[src/rtl/logic_op_pkg.sv]
// Shared opcode and FSM encodings for the logic-op arbiter and its gate datapath.
package logic_op_pkg;

   localparam int OP_W = 3;

   typedef enum logic [OP_W-1:0] {
      OP_AND  = 3'd0,
      OP_OR   = 3'd1,
      OP_XOR  = 3'd2,
      OP_NAND = 3'd3,
      OP_NOR  = 3'd4,
      OP_XNOR = 3'd5,
      OP_NOT  = 3'd6,
      OP_RSVD = 3'd7
   } op_e;

   typedef enum logic [1:0] {
      IDLE = 2'd0,
      EXEC = 2'd1,
      RESP = 2'd2
   } state_e;

endpackage

[src/rtl/logic_op_unit.sv]
// Combinational WIDTH-wide bitwise gate selected by opcode; zero latency, no flow control.
// The reserved opcode yields an all-zero result with err raised.
module logic_op_unit
   import logic_op_pkg::*;
#(
   parameter int WIDTH = 8
) (
   input  logic [OP_W-1:0]  op,
   input  logic [WIDTH-1:0] a,
   input  logic [WIDTH-1:0] b,
   output logic [WIDTH-1:0] y,
   output logic             err
);

   always_comb begin
      y   = '0;
      err = 1'b0;
      case (op_e'(op))
         OP_AND:  y = a & b;
         OP_OR:   y = a | b;
         OP_XOR:  y = a ^ b;
         OP_NAND: y = ~(a & b);
         OP_NOR:  y = ~(a | b);
         OP_XNOR: y = ~(a ^ b);
         OP_NOT:  y = ~a;
         default: begin
            y   = '0;
            err = 1'b1;
         end
      endcase
   end

endmodule

[src/rtl/logic_op_arbiter.sv]
// Round-robin arbiter for two requesters feeding one bitwise unit; accept in N, rsp_valid in N+2.
// Readys only assert in IDLE, so a stalled response holds all new requests off until handshake.
module logic_op_arbiter
   import logic_op_pkg::*;
#(
   parameter int WIDTH = 8
) (
   input  logic             clk,
   input  logic             rst,
   input  logic             req0_valid,
   output logic             req0_ready,
   input  logic [OP_W-1:0]  req0_op,
   input  logic [WIDTH-1:0] req0_a,
   input  logic [WIDTH-1:0] req0_b,
   input  logic             req1_valid,
   output logic             req1_ready,
   input  logic [OP_W-1:0]  req1_op,
   input  logic [WIDTH-1:0] req1_a,
   input  logic [WIDTH-1:0] req1_b,
   output logic             rsp_valid,
   input  logic             rsp_ready,
   output logic             rsp_id,
   output logic [WIDTH-1:0] rsp_data,
   output logic             rsp_err
);

   state_e           state_q, state_d;
   logic             last_grant_q;
   logic             id_q;
   logic [OP_W-1:0]  op_q;
   logic [WIDTH-1:0] a_q, b_q;
   logic             grant_vld, grant_id;
   logic [WIDTH-1:0] unit_y;
   logic             unit_err;

   logic_op_unit #(.WIDTH(WIDTH)) u_unit (
      .op  (op_q),
      .a   (a_q),
      .b   (b_q),
      .y   (unit_y),
      .err (unit_err)
   );

   // Under contention the requester not granted last time wins.
   always_comb begin
      state_d    = state_q;
      grant_vld  = 1'b0;
      grant_id   = 1'b0;
      req0_ready = 1'b0;
      req1_ready = 1'b0;
      case (state_q)
         IDLE: begin
            if (!rst && (req0_valid || req1_valid)) begin
               grant_vld  = 1'b1;
               grant_id   = (req0_valid && req1_valid) ? ~last_grant_q : req1_valid;
               req0_ready = ~grant_id;
               req1_ready = grant_id;
               state_d    = EXEC;
            end
         end
         EXEC:    state_d = RESP;
         RESP:    if (rsp_ready) state_d = IDLE;
         default: state_d = IDLE;
      endcase
   end

   always_ff @(posedge clk) begin
      if (rst) begin
         state_q      <= IDLE;
         last_grant_q <= 1'b1;
         id_q         <= 1'b0;
         op_q         <= '0;
         a_q          <= '0;
         b_q          <= '0;
         rsp_valid    <= 1'b0;
         rsp_id       <= 1'b0;
         rsp_data     <= '0;
         rsp_err      <= 1'b0;
      end else begin
         state_q <= state_d;
         if (grant_vld) begin
            last_grant_q <= grant_id;
            id_q         <= grant_id;
            op_q         <= grant_id ? req1_op : req0_op;
            a_q          <= grant_id ? req1_a  : req0_a;
            b_q          <= grant_id ? req1_b  : req0_b;
         end
         if (state_q == EXEC) begin
            rsp_valid <= 1'b1;
            rsp_id    <= id_q;
            rsp_data  <= unit_y;
            rsp_err   <= unit_err;
         end else if (state_q == RESP && rsp_ready) begin
            rsp_valid <= 1'b0;
         end
      end
   end

endmodule

[config.mk]
export PLATFORM = sky130hd
export DESIGN_NAME = logic_op_arbiter
export DESIGN_NICKNAME = d
export VERILOG_FILES = /design/src/rtl/logic_op_pkg.sv /design/src/rtl/logic_op_unit.sv /design/src/rtl/logic_op_arbiter.sv
export SDC_FILE = /design/constraint.sdc
export NUM_CORES = 1
export LEC_CHECK = 0
export CORE_UTILIZATION = 44
export CTS_CLUSTER_DIAMETER = 120
export DETAILED_ROUTE_END_ITERATION = 8
export MAX_ROUTING_LAYER = met4
export PLACE_DENSITY = 0.76
export SLEW_MARGIN = 15
export SYNTH_ARGS = -nofsm -noshare
export SYNTH_HDL_FRONTEND = slang
export SYNTH_SLANG_ARGS = --single-unit
[constraint.sdc]
create_clock -name clk -period 1.4 [get_ports clk]
set_input_delay 0.28 -clock clk [delete_from_list [all_inputs] [get_ports clk]]
set_output_delay 0.28 -clock clk [all_outputs]
set_load 0.1 [all_outputs]
# Word level (Yosys, flattened, before mapping)
# Index checks and enable logic that the tools add are counted.
[word_totals] ff_bits=34 input_bits=43 output_inout_bits=13 wordCells=56
[classes] n_eq_ne=10 muxes=17 bitwise=9 n_reduce_logical=10
[ops] op="8-bit case mux with 7 select lines" n=1
[ops] op="8-bit inverter" n=4
[ops] op="8-bit 2-to-1 mux" n=2
[ops] op="1-bit 2-to-1 mux" n=10
[ops] op="3-bit == test (second input constant)" n=3
[ops] op="8-bit bitwise AND" n=1
[ops] op="8-bit bitwise OR" n=1
[ops] op="8-bit XOR" n=1
[ops] op="7-bit OR reduction" n=1
[ops] op="3-bit by 2-bit == test with 1-bit output (second input constant)" n=2
[ops] op="2-bit case mux with 3 select lines" n=1
[ops] op="2-bit 2-to-1 mux" n=2
[ops] op="2-bit != test (second input constant)" n=2
[ops] op="3-bit by 1-bit == test with 1-bit output (second input constant)" n=1
[ops] op="1-bit logical AND" n=3
[ops] op="3-bit logical NOT" n=1
[ops] op="3-bit 2-to-1 mux" n=1
[ops] op="2-bit by 1-bit == test with 1-bit output (second input constant)" n=1
[ops] op="2-bit == test (second input constant)" n=1
[ops] op="2-bit logical NOT" n=1
[ops] op="1-bit inverter" n=2
[ops] op="2-bit AND reduction" n=1
[ops] op="2-bit nonzero test" n=1
[ops] op="1-bit logical NOT" n=1
[ops] op="1-bit logical OR" n=1

# Logic depth before layout (Yosys ltp)
[depth] ltp_word=5 depth_mapped=6 ltp_nobuf=6

# By module
# A second synthesis with hierarchy kept.
[unflattened] hier_cells=276 hier_area_um2=2311.0
[modules_own_cells] module="logic_op_arbiter" n_inst=1 cells_each=179 area_per_inst_um2=1602.8 seq_area_each_um2=680.7
[modules_own_cells] module="logic_op_unit" n_inst=1 cells_each=97 area_per_inst_um2=708.2 seq_area_each_um2=0.0

# Worst setup path after synthesis
# No wires, ideal clock.
[synth_path] kind="input -> output" start="input rst" end="output req0_ready" t_arrival_ns=2.190 required_time_ns=1.120 setup_slack_ns=-1.070 path_stages=3 path_buffers=1 path_cell_list="buf_2 -> or4_4 -> nor2_1"
[synth_between] elab_chain_cells=4
[synth_lines] item="start: declaration" line_no="logic_op_arbiter.sv:9" source="input logic rst,"
[synth_lines] item="1-bit logical NOT" line_no="logic_op_arbiter.sv:53" source="if (!rst && (req0_valid || req1_valid)) begin"
[synth_lines] item="1-bit logical AND" line_no="logic_op_arbiter.sv:53"
[synth_lines] item="1-bit 2-to-1 mux" line_no="logic_op_arbiter.sv:53"
[synth_lines] item="1-bit 2-to-1 mux" line_no="logic_op_arbiter.sv:51" source="case (state_q)"
[synth_lines] item="end: declaration" line_no="logic_op_arbiter.sv:11" source="output logic req0_ready,"
# Every way passes these cells.

# Worst setup path after layout
[layout_path] start="register state_q[0]" end="output req1_ready"
[layout_between] elab_chain_cells=2
[layout_lines] item="start: declaration" line_no="logic_op_arbiter.sv:27" source="state_e state_q, state_d;"
[layout_lines] item="start signal: assignment" line_no="logic_op_arbiter.sv:80" source="state_q <= state_d;"
[layout_lines] item="2-bit logical NOT" line_no="logic_op_arbiter.sv:51"
[layout_lines] item="1-bit 2-to-1 mux" line_no="logic_op_arbiter.sv:51"
[layout_lines] item="end: declaration" line_no="logic_op_arbiter.sv:16" source="output logic req1_ready,"
# Every way passes these cells.

==> flow_summary.ini <==
[run_status]
status = finished, violations left
violations = negative setup slack

[min_path]
min_to = rsp_data[3]
hold_class = flop to flop
min_path_cells = 2
min_from = rsp_data[3]

[critical_path]
worstPathRequired_ns = 1.12
cp.arrival_ns = 1.58
path_max_fanout = 4
slowest_stage = or4_4
r2r_start = state_q[0]
path_cells = or4_4 > clkinv_4 > nand2_4 > clkinvlp_4 > buf_12
startpoint_type = flop
reg2reg_to = b_q[3]
max_stage_delay_ns = 0.57
r2r_cells = 6
criticalPathCategory = flop to output port
r2r_setup_slack_ns = -0.39
worstSetupEndpointType = output port

[synth]
syn_area_um2 = 2202
ys.flop_type = dfxtp_1
synth_top_area_share = 0.3091
avgSynthCellArea_um2 = 8.952
ys_ff_latch = 34
synthTopCellsByCount = dfxtp_1 (34), nor2_1 (31), mux2i_1 (27)
synth_cell_types = 32
yosysSeqAreaShare = 0.3091
synthArstFlopShare = 0
yosys.area.top_type = dfxtp_1
yosys_warnings = 0
synth_most_common_cell = dfxtp_1
syn_inst = 246
synthTopCellsByArea = dfxtp_1 (31%), mux2i_1 (12%), a211oi_2 (11%)
syn_nets = 305
synth_edf_count = 0

[timing]
worst_pin_slew_ns = 0.4948
period_needed_ns = 1.860
slew-limit-headroom = 0.6701
fmax_ghz = 0.5377
post-route-period-util = 1.328
finalHoldViolCount = 0
setup_slack_ns = -0.4599
finalSetupViolations = 28
rsz0062_at_grt = true
clock_skew_ns = 0.01501
drv_slew = 0

[routing]
routed-via-count = 2312
vias_per_cell = 5.766
drt_wl_total_mm = 8.056
drtIter0Drc = 103
ant_nets = 0
drc = 0
firstDrtPassIters = 4
wl_per_cell_um = 20.09

[cts]
clock_latency_ns = 0.30
clockRootBuffer = clkbuf_8
cts_buffers = 5
cts_max_level = 2
clkTransAtPathRegs_ns = 0.08
cts_buffer_depth = 2
cts_tree = yes
clock-sinks = 34

[global_routing]
grt_max_degree = 35
globalRoute.totalOverflow = 0
grt_pass1_vias = 2303
track_usage = 0.2864
grt_first_pass_wirelength_mm = 11.01
grt_antenna_before_repair = 0

[placement]
post-place-ws_ns = -0.6218
placedCellCount = 383
portBuffers = 55
routabilityCongestion = 0.8270
hpwl_mm = 3.817

[layout]
final_net_count = 392
diodes = 0
fin_cells = 401
nFillCells = 244
layout-area-overhead-vs-synth_pct = 80.28
drive_gt1_frac = 0.5299

[floorplan]
die_area_um2 = 5292
start_util = 0.4632
rows = 25
ios = 56
design.core.area_um2 = 4755
die_y_um = 72.75
die_w_um = 72.75

[power_and_ir_drop]
leakage_nw = 1.501
powerDensity_nw_per_um2 = 915.2
ir_drop_mv = 0.7117

[run]
maxCapViolCount = 0
## worst max-delay path, delay by kind of cell, from the launching register on
family	cells	cell delay [ns]
buf+inv	3	0.32
flops	1	0.33
simple gates	2	0.62
## layer usage
metal  global-route usage  vias to the layer above  part of all wire
li1                     -                     1049                 -
met4               0.1394                        0             0.017
met1               0.3157                     1139              0.40
met3              0.05663                       12             0.058
met5                    -                        -                 0
met2               0.4933                      112              0.52
## final cells by class
class | instances | area (µm²) | area share
Multi-Input combinational cell | 170 | 1798 | 0.4529
Timing Repair Buffer | 101 | 1196 | 0.3013
Sequential cell | 34 | 713.2 | 0.1796
Inverter | 21 | 87.58 | 0.02206
Clock buffer | 7 | 86.33 | 0.02175
Tap cell | 67 | 83.83 | 0.02112
Clock inverter | 1 | 5.005 | 0.001261
## timing repair
action	4_1_cts	5_1_grt
setup buffers	5	1
hold buffers	0	0
pin swaps	28	36
resized for setup	65	62
hold endpoints to repair	0	0
gates cloned	5	0
setup endpoints to repair	33	30
## cell usage in the layout (no fill, tap or decap), types with 5 or more instances in the layout
| master | count |
|---|---|
| clkdlybuf4s50_1 | 39 |
| buf_4 | 32 |
| nor2_1 | 30 |
| mux2i_1 | 26 |
| dfxtp_2 | 20 |
| a211oi_2 | 19 |
| buf_12 | 16 |
| inv_2 | 14 |
| dfxtp_1 | 12 |
| ha_4 | 11 |
| nand2_1 | 10 |
| a21oi_1 | 10 |
| and3_4 | 7 |
| clkbuf_8 | 6 |
| inv_1 | 5 |
| buf_6 | 5 |
## flip-flops by register name, summed over array words and instances (netlist names), 2 cells and up
name      count
a_q           8
rsp_data      8
state_q       2
b_q           8
op_q          3
## worst max-delay path by stage
stage / from / end / slack [ns] / depth (start not counted)
2_1_floorplan: state_q[1] / req1_ready / -0.37 / 5
3_3_place_gp: req0_valid / req1_ready / -0.59 / 7
3_5_place_dp: req1_valid / req1_ready / -0.62 / 7
4_1_cts: state_q[0] / req1_ready / -0.43 / 5
5_1_grt: state_q[0] / req1_ready / -0.50 / 5
6_report: state_q[0] / req1_ready / -0.46 / 5
## report_power, final
part / internal [mW] / switching [mW] / leakage [nW] / total [mW]
Clock: 0.397 / 0.381 / 0.0482 / 0.778
Combinational: 0.827 / 0.861 / 1.17 / 1.69
Sequential: 1.07 / 0.0993 / 0.288 / 1.17
Total: 2.29 / 1.34 / 1.50 / 3.63
## cell families (layout without fill, tap and decap cells)
kind of cell | Yosys count | in the layout | share of synthesized area
DFF | 34 | 34 | 0.3091
and+or+nand+nor | 67 | 67 | 0.1517
adders and majority gates | 16 | 16 | 0.09091
AOI/OAI and AO/OA | 59 | 59 | 0.2307
muxes | 28 | 28 | 0.1278
buffers and inverters | 42 | 130 | 0.08976
## metrics by stage
| stage | util | setup TNS [ns] | area, µm² | hold slack, ns | power (mW) |
|---|---|---|---|---|---|
| 6_report | 0.8350 | -7.227 | 3970 | 0.4886 | 3.633 |
| 4_1_cts | 0.7658 | -5.612 | 3641 | 0.4942 | 3.321 |
| 5_1_grt | 0.8350 | -8.369 | 3970 | 0.5029 | 3.752 |
| 3_5_place_dp | 0.6674 | -16.17 | 3173 | 0.4837 | 2.328 |
| 2_1_floorplan | - | -0.6302 | 2227 | 0.4190 | 1.868 |
| 3_3_place_gp | 0.6674 | -14.67 | 3173 | 0.4607 | 2.288 |
(Power assumes the default switching activity.)
==> variant 1, RTL diff (config.mk and constraints unchanged) <==
`WIDTH` is set to 8 in 2 places; all go to 6.
--- a/src/rtl/logic_op_unit.sv
+++ b/src/rtl/logic_op_unit.sv
@@ -5,3 +5,3 @@
 #(
-   parameter int WIDTH = 8
+   parameter int WIDTH = 6
 ) (
--- a/src/rtl/logic_op_arbiter.sv
+++ b/src/rtl/logic_op_arbiter.sv
@@ -5,3 +5,3 @@
 #(
-   parameter int WIDTH = 8
+   parameter int WIDTH = 6
 ) (
Interface: changed (5 resized); port bits go from 56 to 46. No check against the original RTL was run, so the function may have changed too.
==> variant 1 against the unedited design <==
  * The flow still finishes with violations (setup timing)
  * Final area decreased by 29%
  * Cell count decreased by 21%
  * Sequential share of layout area increased by 2.9 points
  * Global-route usage decreased by 5.9 points
  * Clock power decreased by 32%
  * Power decreased by 31%
  * Sequential cell count decreased by 6
  * Wire length decreased by 43%
  * First-iteration DRC count decreased by 43%
  * Worst setup slack improved by 0.0099 ns
  * Fmax increased by 0.54%
  * Critical path depth decreased by 1
  * Area after synthesis decreased by 18%
  * Via count decreased by 28%
  * Critical endpoint unchanged
  * Largest power group unchanged
==> variant 1: results (changes against the unedited design) <==
status: finished, violations left (unchanged)
failing checks: setup timing (unchanged)
Seq/Total Area, Yosys: 31.0% (was 30.9%)
GR met3 Demand/Resource: 2.07% (was 5.66%)
detailed placer's ending HPWL: 3000 um (was 3820 um)
setup TNS: -4.52 ns (was -7.23 ns)
global-route wire length before repair: 7390 um (was 11000 um)
Port Buffers: 45 (was 55)
final RePlAce weighted congestion: 0.814 (was 0.827)
H-tree Lvls: 1 (was 2)
GR Util All Layers: 22.7% (was 28.6%)
Hold Crit Endpoint: rsp_valid (was rsp_data[3])
leakage power: 1.13 nW (was 1.50 nW)
min-delay src: state_q[1] (was rsp_data[3])
largest registers: a_q: 6 flops, b_q: 6 flops, rsp_data: 6 flops (was a_q: 8 flops, b_q: 8 flops, rsp_data: 8 flops)
clk slew on worst S/H paths: 0.10 ns (was 0.08 ns)
Mapped Nets: 253 (was 305)
Cell Area, Placed: 0.00257 mm2 (was 0.00317 mm2)
Worst-Margin Slew: 0.399 ns (was 0.495 ns)
met1 Usage GRT: 32.1% (was 31.6%)
main area contributors after synthesis: dfxtp_1, mux2i_1, a211oi_2 (unchanged)
Reg2Reg Setup Slack: -0.32 ns (was -0.39 ns)
initial drt markers: 59 (was 103)
final worst slack: -0.450 ns (was -0.460 ns)
CP Max Fanout: 3 (was 4)
worst skew pair latency: 0.28 ns (was 0.30 ns)
Setup Skew: 0.00259 ns (was 0.0150 ns)
pin count of the biggest net entering global routing: 28 (was 35)
Worst VDD drop: 429 uV (was 712 uV)
top cells by count, synth: dfxtp_1, nor2_1, mux2i_1 (unchanged)
Routed WL: 4610 um (was 8060 um)
Setup Viol. Count Final: 18 (was 28)
net total in the final layout: 317 (was 392)
critical register-to-register path endpoint: a_q[3] (was b_q[3])
-- variant 1: cell count changes after synthesis, sizes merged, moves of 7 or more --
cell     unedited run  this run
a2111oi             7         0
and3                7         0
buf                18        10
nor2b               3        10
o32ai               7         0
-- variant 1: worst max-delay path by stage --
stage / from / endpoint
finish: state_q[0] / req1_ready
global route: state_q[0] / req1_ready
CTS: state_q[0] / req1_ready
detailed placement: req0_valid / req1_ready
global placement: req1_valid / req1_ready
floorplan: state_q[1] / req0_ready
-- variant 1: where the power goes --
group          total [mW]  switching [mW]  internal [mW]
Sequential          0.945          0.0715          0.874
Clock               0.526           0.273          0.253
Combinational        1.03           0.506          0.528
-- variant 1: cells by family (layout without fill, tap and decap cells) --
logic type | count (synthesis) | in the layout | synth area share [%]
AO/OA/AOI/OAI | 57 | 57 | 24.6
adder cells (fa/ha/maj) | 12 | 12 | 8.29
buffers and inverters | 31 | 94 | 8.91
flip-flops | 28 | 28 | 31.0
multiplexers | 24 | 24 | 13.3
AND/OR/NAND/NOR | 54 | 54 | 14.0
-- variant 1: final cells by class --
class	count	area (um2)
timing repair buffer	75	856
inverter	15	61.3
multi-input combinational	147	1200
clock buffer	4	55.1
tap	48	60.1
sequential	28	587
fill	247	983
-- variant 1: stage by stage --
step | hold WS [ns] | cells | setup WS (ns)
floorplan | 0.419 | 206 | -0.276
finish | 0.466 | 317 | -0.450
CTS | 0.457 | 317 | -0.446
global placement | 0.442 | 309 | -0.596
global route | 0.505 | 317 | -0.493
detailed placement | 0.441 | 309 | -0.647
-- variant 1: repair_timing --
item	CTS	global route
setup buffers	2	1
endpoints found under the setup margin	25	24
resized for setup	15	28
gates cloned	2	0
pin swaps	5	17
-- variant 1: layer usage --
metal  wire length (um)  vias up
li1                   -      843
met1               2060      764
met2               2290       57
met3                195        7
met4                 62        0
met5                  0        -
==> variant 2, RTL diff (same settings) <==
Made on the original files. Encoding of `state_e`: now one-hot (3 bits for 3 states).
--- a/src/rtl/logic_op_pkg.sv
+++ b/src/rtl/logic_op_pkg.sv
@@ -16,6 +16,6 @@
 
-   typedef enum logic [1:0] {
-      IDLE = 2'd0,
-      EXEC = 2'd1,
-      RESP = 2'd2
+   typedef enum logic [2:0] {
+      IDLE = 3'b001,
+      EXEC = 3'b010,
+      RESP = 3'b100
    } state_e;
Behaviour: same outputs for any inputs over 10 cycles, from zero or initial values and one cycle with rst high; not proved beyond that.
==> variant 2 against the unedited design <==
  * The flow still finishes with violations (setup timing)
  * Power is 0.18% lower
  * Sequential cell count grew 1
  * Clock power increased by 6.2%
  * Wire length is 5.2% higher
  * Worst setup slack gained 0.14 ns
  * Hold slack improved by 0.0048 ns
  * Area after synthesis is 4.4% higher
  * Final area grew 0.79%
  * Core utilization fell by 1.5 points
  * Fmax rose by 8.1%
  * Combinational power shrank 3%
  * Global-route usage down 1.0 points
  * Register-to-register slack better by 0.07 ns
  * Critical path type is now reg2reg
  * Critical endpoint is now rsp_data[0]
==> variant 2: results (changes against the unedited design) <==
status: finished, violations left (unchanged)
failing checks: setup timing (unchanged)
CP Max Fanout: 4 (unchanged)
Unique masters post-synth: 35 (was 32)
GR Util All Layers: 27.6% (was 28.6%)
Setup Skew: 0.00447 ns (was 0.0150 ns)
fraction of registers with async set/reset: 0% (unchanged)
dominant synthesized flop cell: dfxtp_1 (unchanged)
net total in the final layout: 409 (was 392)
Mapped Nets: 312 (was 305)
Hold Crit Endpoint: rsp_data[1] (was rsp_data[3])
Setup Viol. Count Final: 30 (was 28)
layout cells sized above 1: 43.9% (was 53.0%)
Seq/Total Area, Yosys: 30.5% (was 30.9%)
dpl ws: -0.462 ns (was -0.622 ns)
CP arrival: 1.94 ns (was 1.58 ns)
CP startpoint: state_q[2] (was state_q[0])
global-route wire length before repair: 10900 um (was 11000 um)
largest registers: a_q: 8 flops, b_q: 8 flops, rsp_data: 8 flops (unchanged)
Worst Hold Class: reg2reg (unchanged)
clk buf depth: 2 (unchanged)
number of flops mapped to enable cells by yosys: 0 (unchanged)
initial drt markers: 140 (was 103)
hold path depth: 2 (unchanged)
number of iterations in the first detailed-routing pass: 5 (was 4)
Hold Slack: 0.493 ns (was 0.489 ns)
Slew HR: 65.8% (was 67.0%)
min-delay src: rsp_data[1] (was rsp_data[3])
final worst slack: -0.321 ns (was -0.460 ns)
WL/cell: 20.3 um (was 20.1 um)
Worst VDD drop: 593 uV (was 712 uV)
setup TNS: -3.76 ns (was -7.23 ns)
Post-Synthesis Cells: 253 (was 246)
clk root buf: clkbuf_8 (unchanged)
dpl cells: 394 (was 383)
pin count of the biggest net entering global routing: 36 (was 35)
final RePlAce weighted congestion: 0.807 (was 0.827)
Num CTS Buffers: 5 (unchanged)
main area contributors after synthesis: dfxtp_1, mux2i_1, a211oi_2 (unchanged)
Non-Filler Instances: 418 (was 401)
Via Count: 2409 (was 2312)
vias in the first global route: 2282 (was 2303)
synth warn: 0 (unchanged)
leakage power: 1.58 nW (was 1.50 nW)
worst-case reg-to-reg path depth: 7 (was 6)
H-tree Lvls: 2 (unchanged)
top cells by count, synth: dfxtp_1, nor2_1, mux2i_1 (unchanged)
worst skew pair latency: 0.29 ns
clk slew on worst S/H paths: 0.07 ns
detailed placer's ending HPWL: 4110 um (was 3820 um)
CP Capture Point: rsp_data[0] (was req1_ready)
variant 2: metal layers:
metal / vias to the layer above / wire (um) / global-route usage (%)
met5: - / 0 / -
li1: 1095 / - / -
met1: 1176 / 3370 / 30.3
met4: 0 / 452 / 13.0
met2: 104 / 4290 / 49.0
met3: 34 / 365 / 3.93
variant 2: worst max-delay path, stage by stage (launching register included):
cell	delay, ns
dfxtp_2	0.33
buf_4	0.13
buf_6	0.10
or3b_4	0.40
a31oi_4	0.27
buf_6	0.18
o21ai_2	0.07
a21oi_1	0.15
variant 2: cell families after synthesis:
group           share of synthesized area, %
buf+inv                                 8.05
mux                                     13.1
fa+ha+maj                               8.71
compound gates                          22.6
flops                                   30.5
simple gates                            17.1
variant 2: layout make-up:
type / count / area [um2]
well taps: 67 / 83.8
repair buffers: 111 / 1290
multi-input cells: 178 / 1740
clock buffers: 8 / 100
inverters: 19 / 71.3
flip-flops and latches: 35 / 709
fillers: 255 / 878
variant 2: timing repair:
| item | in CTS | in global routing |
|---|---|---|
| gates cloned | 1 | 2 |
| gates resized for setup | 67 | 41 |
| pin swaps | 18 | 23 |
| buffers inserted | 5 | 9 |
| setup endpoints to repair | 32 | 32 |
variant 2: where the power goes:
part | internal, mW | switching [mW] | leakage (nW)
clock network | 0.449 | 0.377 | 0.0515
registers | 1.08 | 0.0728 | 0.289
logic | 0.813 | 0.832 | 1.24
total | 2.35 | 1.28 | 1.58
variant 2: stage by stage:
step	cell area [um2]	utilization [%]	power [mW]
floorplan	2330	-	1.86
global placement	3300	67.6	2.27
detailed placement	3300	67.6	2.32
CTS	3710	76.1	3.32
global route	4000	82.0	3.75
finish	4000	82.0	3.63
